--- src/rtl/tp_dr_rx.sv ---
// tp_dr_rx: two-phase dual-rail token receiver with a 2-deep output FIFO.
// Each input rail passes through a SYNC_STAGES-deep synchronizer. A token
// is complete when every bit pair has exactly one rail differing from the
// phase of the last consumed token. A complete token must be seen unchanged
// for two consecutive cycles (IDLE -> STABLE -> CAPT) before it is captured.
// On capture the decoded word is pushed, the phase register is updated and
// ack_o toggles once.
// Ports:
//   clk      in   sole clock
//   rst      in   synchronous active-high reset
//   in       in   [WIDTH-1:0][RAIL_NUM-1:0] dual-rail token (rail1 = '1')
//   ready_i  in   consumer accepts data_o when valid_o && ready_i
//   ack_o    out  two-phase acknowledge, one toggle per consumed token
//   data_o   out  decoded word at the FIFO head
//   valid_o  out  FIFO holds at least one word
//   err_o    out  sticky both-rails protocol error (TP_DR_RX_ERR_EN only)
// Optional feature macro: TP_DR_RX_ERR_EN
module tp_dr_rx #(
    parameter int WIDTH       = 32,
    parameter int SYNC_STAGES = 2,
    parameter int RAIL_NUM    = 2
) (
    input  logic                             clk,
    input  logic                             rst,
    input  logic [WIDTH-1:0][RAIL_NUM-1:0]   in,
    input  logic                             ready_i,
    output logic                             ack_o,
    output logic [WIDTH-1:0]                 data_o,
    output logic                             valid_o
`ifdef TP_DR_RX_ERR_EN
    ,
    output logic                             err_o
`endif
);

    typedef enum logic [1:0] {
        IDLE   = 2'd0,
        STABLE = 2'd1,
        CAPT   = 2'd2
    } state_t;

    state_t                           r_state;
    logic [WIDTH-1:0][RAIL_NUM-1:0]   r_sync [SYNC_STAGES];
    logic [WIDTH-1:0][RAIL_NUM-1:0]   r_ph;
    logic [WIDTH-1:0][RAIL_NUM-1:0]   r_lat;
    logic                             r_ack;

    logic [WIDTH-1:0]                 r_mem [2];
    logic                             r_wp;
    logic                             r_rp;
    logic [1:0]                       r_cnt;

    logic [WIDTH-1:0][RAIL_NUM-1:0]   w_sin;
    logic [WIDTH-1:0][RAIL_NUM-1:0]   w_diff;
    logic [WIDTH-1:0]                 w_pair_ok;
    logic [WIDTH-1:0]                 w_word;
    logic                             w_tok_ok;
    logic                             w_room;
    logic                             w_halt;
    logic                             w_push;
    logic                             w_pop;

    // Synchronizer chain; only the last stage feeds detection.
    always_ff @(posedge clk) begin
        if (rst) begin
            for (int s = 0; s < SYNC_STAGES; s++) begin
                r_sync[s] <= '0;
            end
        end else begin
            r_sync[0] <= in;
            for (int s = 1; s < SYNC_STAGES; s++) begin
                r_sync[s] <= r_sync[s-1];
            end
        end
    end

    assign w_sin  = r_sync[SYNC_STAGES-1];
    assign w_diff = w_sin ^ r_ph;

    // A pair with both rails changed is never complete.
    always_comb begin
        w_pair_ok = '0;
        w_word    = '0;
        for (int i = 0; i < WIDTH; i++) begin
            w_pair_ok[i] = w_diff[i][0] ^ w_diff[i][1];
            w_word[i]    = w_diff[i][1];
        end
    end

    assign w_tok_ok = &w_pair_ok;
    // Eligibility looks only at the registered count, so a full FIFO
    // withholds the ack and stalls the upstream.
    assign w_room   = (r_cnt != 2'd2);
    assign w_push   = (r_state == STABLE) && w_tok_ok
                      && (w_diff == r_lat) && !w_halt;
    assign w_pop    = (r_cnt != 2'd0) && ready_i;

`ifdef TP_DR_RX_ERR_EN
    logic [WIDTH-1:0] w_pair_bad;
    logic             r_err;

    always_comb begin
        w_pair_bad = '0;
        for (int i = 0; i < WIDTH; i++) begin
            w_pair_bad[i] = w_diff[i][0] & w_diff[i][1];
        end
    end

    always_ff @(posedge clk) begin
        if (rst) begin
            r_err <= 1'b0;
        end else if (|w_pair_bad) begin
            r_err <= 1'b1;
        end
    end

    assign err_o  = r_err;
    assign w_halt = r_err;
`else
    assign w_halt = 1'b0;
`endif

    // Detection FSM: a token must hold identical for two cycles.
    always_ff @(posedge clk) begin
        if (rst) begin
            r_state <= IDLE;
            r_lat   <= '0;
            r_ph    <= '0;
            r_ack   <= 1'b0;
        end else begin
            unique case (r_state)
                IDLE: begin
                    if (w_tok_ok && w_room && !w_halt) begin
                        r_state <= STABLE;
                        r_lat   <= w_diff;
                    end
                end
                STABLE: begin
                    if (w_push) begin
                        r_state <= CAPT;
                        r_ph    <= w_sin;
                        r_ack   <= ~r_ack;
                    end else begin
                        r_state <= IDLE;
                    end
                end
                CAPT: begin
                    r_state <= IDLE;
                end
                default: begin
                    r_state <= IDLE;
                end
            endcase
        end
    end

    // Two-entry output FIFO.
    always_ff @(posedge clk) begin
        if (rst) begin
            for (int k = 0; k < 2; k++) begin
                r_mem[k] <= '0;
            end
            r_wp  <= 1'b0;
            r_rp  <= 1'b0;
            r_cnt <= 2'd0;
        end else begin
            if (w_push) begin
                r_mem[r_wp] <= w_word;
                r_wp        <= ~r_wp;
            end
            if (w_pop) begin
                r_rp <= ~r_rp;
            end
            if (w_push && !w_pop) begin
                r_cnt <= r_cnt + 2'd1;
            end else if (!w_push && w_pop) begin
                r_cnt <= r_cnt - 2'd1;
            end
        end
    end

    assign ack_o   = r_ack;
    assign data_o  = r_mem[r_rp];
    assign valid_o = (r_cnt != 2'd0);

endmodule

--- config.mk ---
export PLATFORM = sky130hd
export DESIGN_NAME = tp_dr_rx
export DESIGN_NICKNAME = d
export VERILOG_FILES = /design/src/rtl/tp_dr_rx.sv
export SDC_FILE = /design/constraint.sdc
export NUM_CORES = 1
export LEC_CHECK = 0
export ABC_AREA = 1
export CORE_ASPECT_RATIO = 0.75
export CORE_MARGIN = 2
export CORE_UTILIZATION = 59
export DETAILED_ROUTE_END_ITERATION = 7
export PLACE_DENSITY = 0.89
export SYNTH_ARGS = -nofsm -noshare
export SYNTH_HDL_FRONTEND = slang
export SYNTH_SLANG_ARGS = --single-unit
--- constraint.sdc ---
create_clock -name clk -period 3.7 [get_ports clk]
set_input_delay 0.37 -clock clk [delete_from_list [all_inputs] [get_ports clk]]
set_output_delay 0.37 -clock clk [all_outputs]
set_load 0.02 [all_outputs]
==> run_results.csv <==
group,metric,value,unit
logic_synthesis,syn_area,0.0153,sq mm
setup_path,regToRegSetupSlack,0.77,ns
route,wl,41300,um
logic_synthesis,synth_mux_area_frac,0.0236,
clock_network,cts_tree,"yes",
clock_network,ctsResizeCount,0,
logic_synthesis,netlist_instances,2261,
setup_path,r2r_start,"r_ph[23]",
global_route,grt_pass1_vias,12949,
clock_network,cts_made_buffers,31,
die,start_util,0.606,
sta,max_freq,0.341,GHz
power,ir_drop,0.362,mV
sta,worst_pin_slew,0.903,ns
place,dp_hpwl,29300,um
final_layout,drive_above_1_share,0.0480,
final_layout,instances_no_fill,2695,
route,drtIter0Drc,1336,
clock_network,cts_hold_buf,0,
global_route,grtUsageTotal,0.304,
clock_network,cts.clk_slew.worst_paths,0.06,ns
sta,fin_crit_sh,0.792,
clock_network,postCtsSetupBuffers,0,
setup_path,cp-startpoint,"r_ph[23]",
global_route,antenna_found_initial,2,
place,dpl_cell_area,0.0165,sq mm
sta,relSlewSlack,0.398,
route,via_count,13917,
logic_synthesis,ys_async_sr_fraction,0,
logic_synthesis,ys_seq_elements,328,
sta,tns,0,ns
logic_synthesis,yosys.area_share.simple,0.373,
power,power_density,434,mW/mm^2
logic_synthesis,synth_xor_area_frac,0.0109,
clock_network,htreeDepth,1,
logic_synthesis,avgSynthCellArea,6.76,sq um
place,dp.cells,2638,
die,pin_count,101,
clock_network,cts.path.max_buffers,3,
die,die_area,0.0272,sq mm
route,drc,0,
logic_synthesis,synth-edff-count,64,
global_route,grt_max_degree,88,
sta,final.min_clock_period,2.93,ns
final_layout,final_cell_area,0.0175,sq mm
sta,drv_slew,0,
route,wl_per_cell,15.3,um
logic_synthesis,synth_top_family_by_area,"simple AND/OR/NAND/NOR gates",
final_layout,syn2layout_area_growth,14.7,%
setup_path,endpoint,"r_mem[0][27]",
setup_path,cp.required,3.91,ns
logic_synthesis,synth_compound_gate_area_share,0.00557,
logic_synthesis,synth_ff_type,"dfxtp_1",
setup_path,r2r_end,"r_mem[0][27]",
status,run_status,"finished clean",
hold_path,hold_path_class,"in -> reg",
setup_path,critPathMaxFanout,32,
clock_network,cts_root_buf,"clkbuf_16",
logic_synthesis,synth_top_cell_by_area,"dfxtp_1",
die,coreArea,0.0252,sq mm
setup_path,cp_data_arrival_time,3.14,ns
power,leakage,8.72,nW
sta,grt_setup_unrepaired,"false",
die,die_w,190,um
logic_synthesis,netlist.area_leader.share,0.346,
route,final_antenna_net_count,0,
place,io_buffers,100,
route,drtPass1Iterations,6,
global_route,grt_overflow,0,
setup_path,crit_path_start_kind,"register",
die,die_h,143,um
setup_path,reg2reg_depth,12,
sta,fin_skew,0.0243,ns
logic_synthesis,yosys_warnings,0,
place,gp_congestion,0.978,
clock_network,insertion_delay,0.57,ns
logic_synthesis,synthAdderAreaFrac,0.000819,
logic_synthesis,synth_cell_type_count,26,
sta,finalHoldViolCount,0,
final_layout,final_core_util,0.695,
flow_run,maxCapViolations,0,
setup_path,worstSetupPathType,"reg -> reg",
route,viasPerCell,5.16,
clock_network,clock-sinks,328,
die,row_count,50,
logic_synthesis,yosysSeqAreaShare,0.472,
sta,final-setup-viol-count,0,
global_route,grt_pass1_wl,65000,um
final_layout,finalNetCount,2401,
setup_path,worstSetupEndpointType,"register",
logic_synthesis,ys_top_cells_by_area,"dfxtp_1 (35%), nand2_1 (20%), edfxtp_1 (13%)",
logic_synthesis,synth_fp_nets,2329,
==> flip-flops by register name, summed over array words and instances, names as in the netlist, named ones only <==
register / count
r_cnt: 2
r_rp: 1
r_state: 2
ack_o: 1
r_mem: 64
r_ph: 64
r_wp: 1
r_sync: 128
r_lat: 64
==> worst min path at each step <==
stage                        startpoint             end  slack [ns]  cells after the start
final                               rst   r_sync[0][24]        0.24                      2
after floorplan           r_sync[0][36]  r_sync[0][100]        0.39                      2
after global placement    r_sync[0][30]   r_sync[0][94]        0.39                      2
after global routing                rst   r_sync[0][84]        0.26                      2
after detailed placement  r_sync[0][41]  r_sync[0][105]        0.39                      2
after CTS                           rst   r_sync[0][86]        0.24                      2
==> cells in the final DEF (no fill, tap or decap), drive strengths merged, types with 2 or more instances in the layout <==
master         count
nand2            831
nor2             394
inv              365
dfxtp            264
clkdlybuf4s50     99
nand3             94
nand4             90
edfxtp            64
clkbuf            39
mux2              32
buf               20
xor2              13
o21ai             12
clkinv            12
xnor2              6
and2               6
a21oi              5
clkinvlp           4
nor3               2
nand3b             2
==> through the flow <==
step,setup slack (ns),hold slack (ns),power (W)
final,0.771,0.240,0.00760
after global routing,0.512,0.264,0.00785
after detailed placement,0.844,0.393,0.00456
after global placement,0.863,0.390,0.00454
after CTS,0.814,0.242,0.00762
after floorplan,1.03,0.388,0.00427
==> critical path: stages, from the launching register on <==
cell and delay (ns):
dfxtp_1 0.34, xnor2_1 0.58, nand2_1 0.11, nand2_1 0.19, nand2_1 0.07, nor2_1 0.11
nand2_1 0.09, nor2_1 0.09, nand2_1 0.08, nor2_1 0.30, nand4_2 0.14, nand2_1 0.09
buf_4 0.38
==> power breakdown <==
group / internal (W) / switching [W]
clock: 0.00172 / 0.00138
sequential: 0.00374 / 0.0000509
combinational: 0.000277 / 0.000424
==> layout make-up <==
class / instances / area (sq um)
clock inverters: 17 / 124
multi-input cells: 1488 / 6350
diodes: 1 / 2.50
well taps: 338 / 423
inverters: 365 / 1370
clock buffers: 39 / 866
fillers: 2022 / 7690
flip-flops and latches: 328 / 7210
repair buffers: 119 / 1180
==> metal layers <==
layer  vias up  track usage  part of all wire
li1       6943            -                 -
met1      6360        0.411              0.44
met2       520        0.498              0.45
met3        94       0.0537             0.082
met4         0        0.103             0.031
met5         -            0                 0
==> Yosys cell counts (5+ instances only) <==
cell        n
nand2_1   831
nor2_1    393
inv_1     359
dfxtp_1   264
nand3_1    94
nand4_1    89
edfxtp_1   64
clkbuf_1   42
mux2_2     32
buf_2      29
xor2_1     13
o21ai_0    12
xnor2_1     6
a21oi_1     5
and2_1      5
inv_2       5
==> cells by family (layout without fill, tap and decap cells) <==
logic type / Yosys count / count (layout)
other: 0 / 1
AND/OR/NAND/NOR: 1419 / 1419
XOR/XNOR: 19 / 19
AO/OA/AOI/OAI: 17 / 17
multiplexers: 32 / 32
buffers and inverters: 445 / 540
adder cells (fa/ha/maj): 1 / 1
flip-flops: 328 / 328
(Power assumes the default switching activity.)
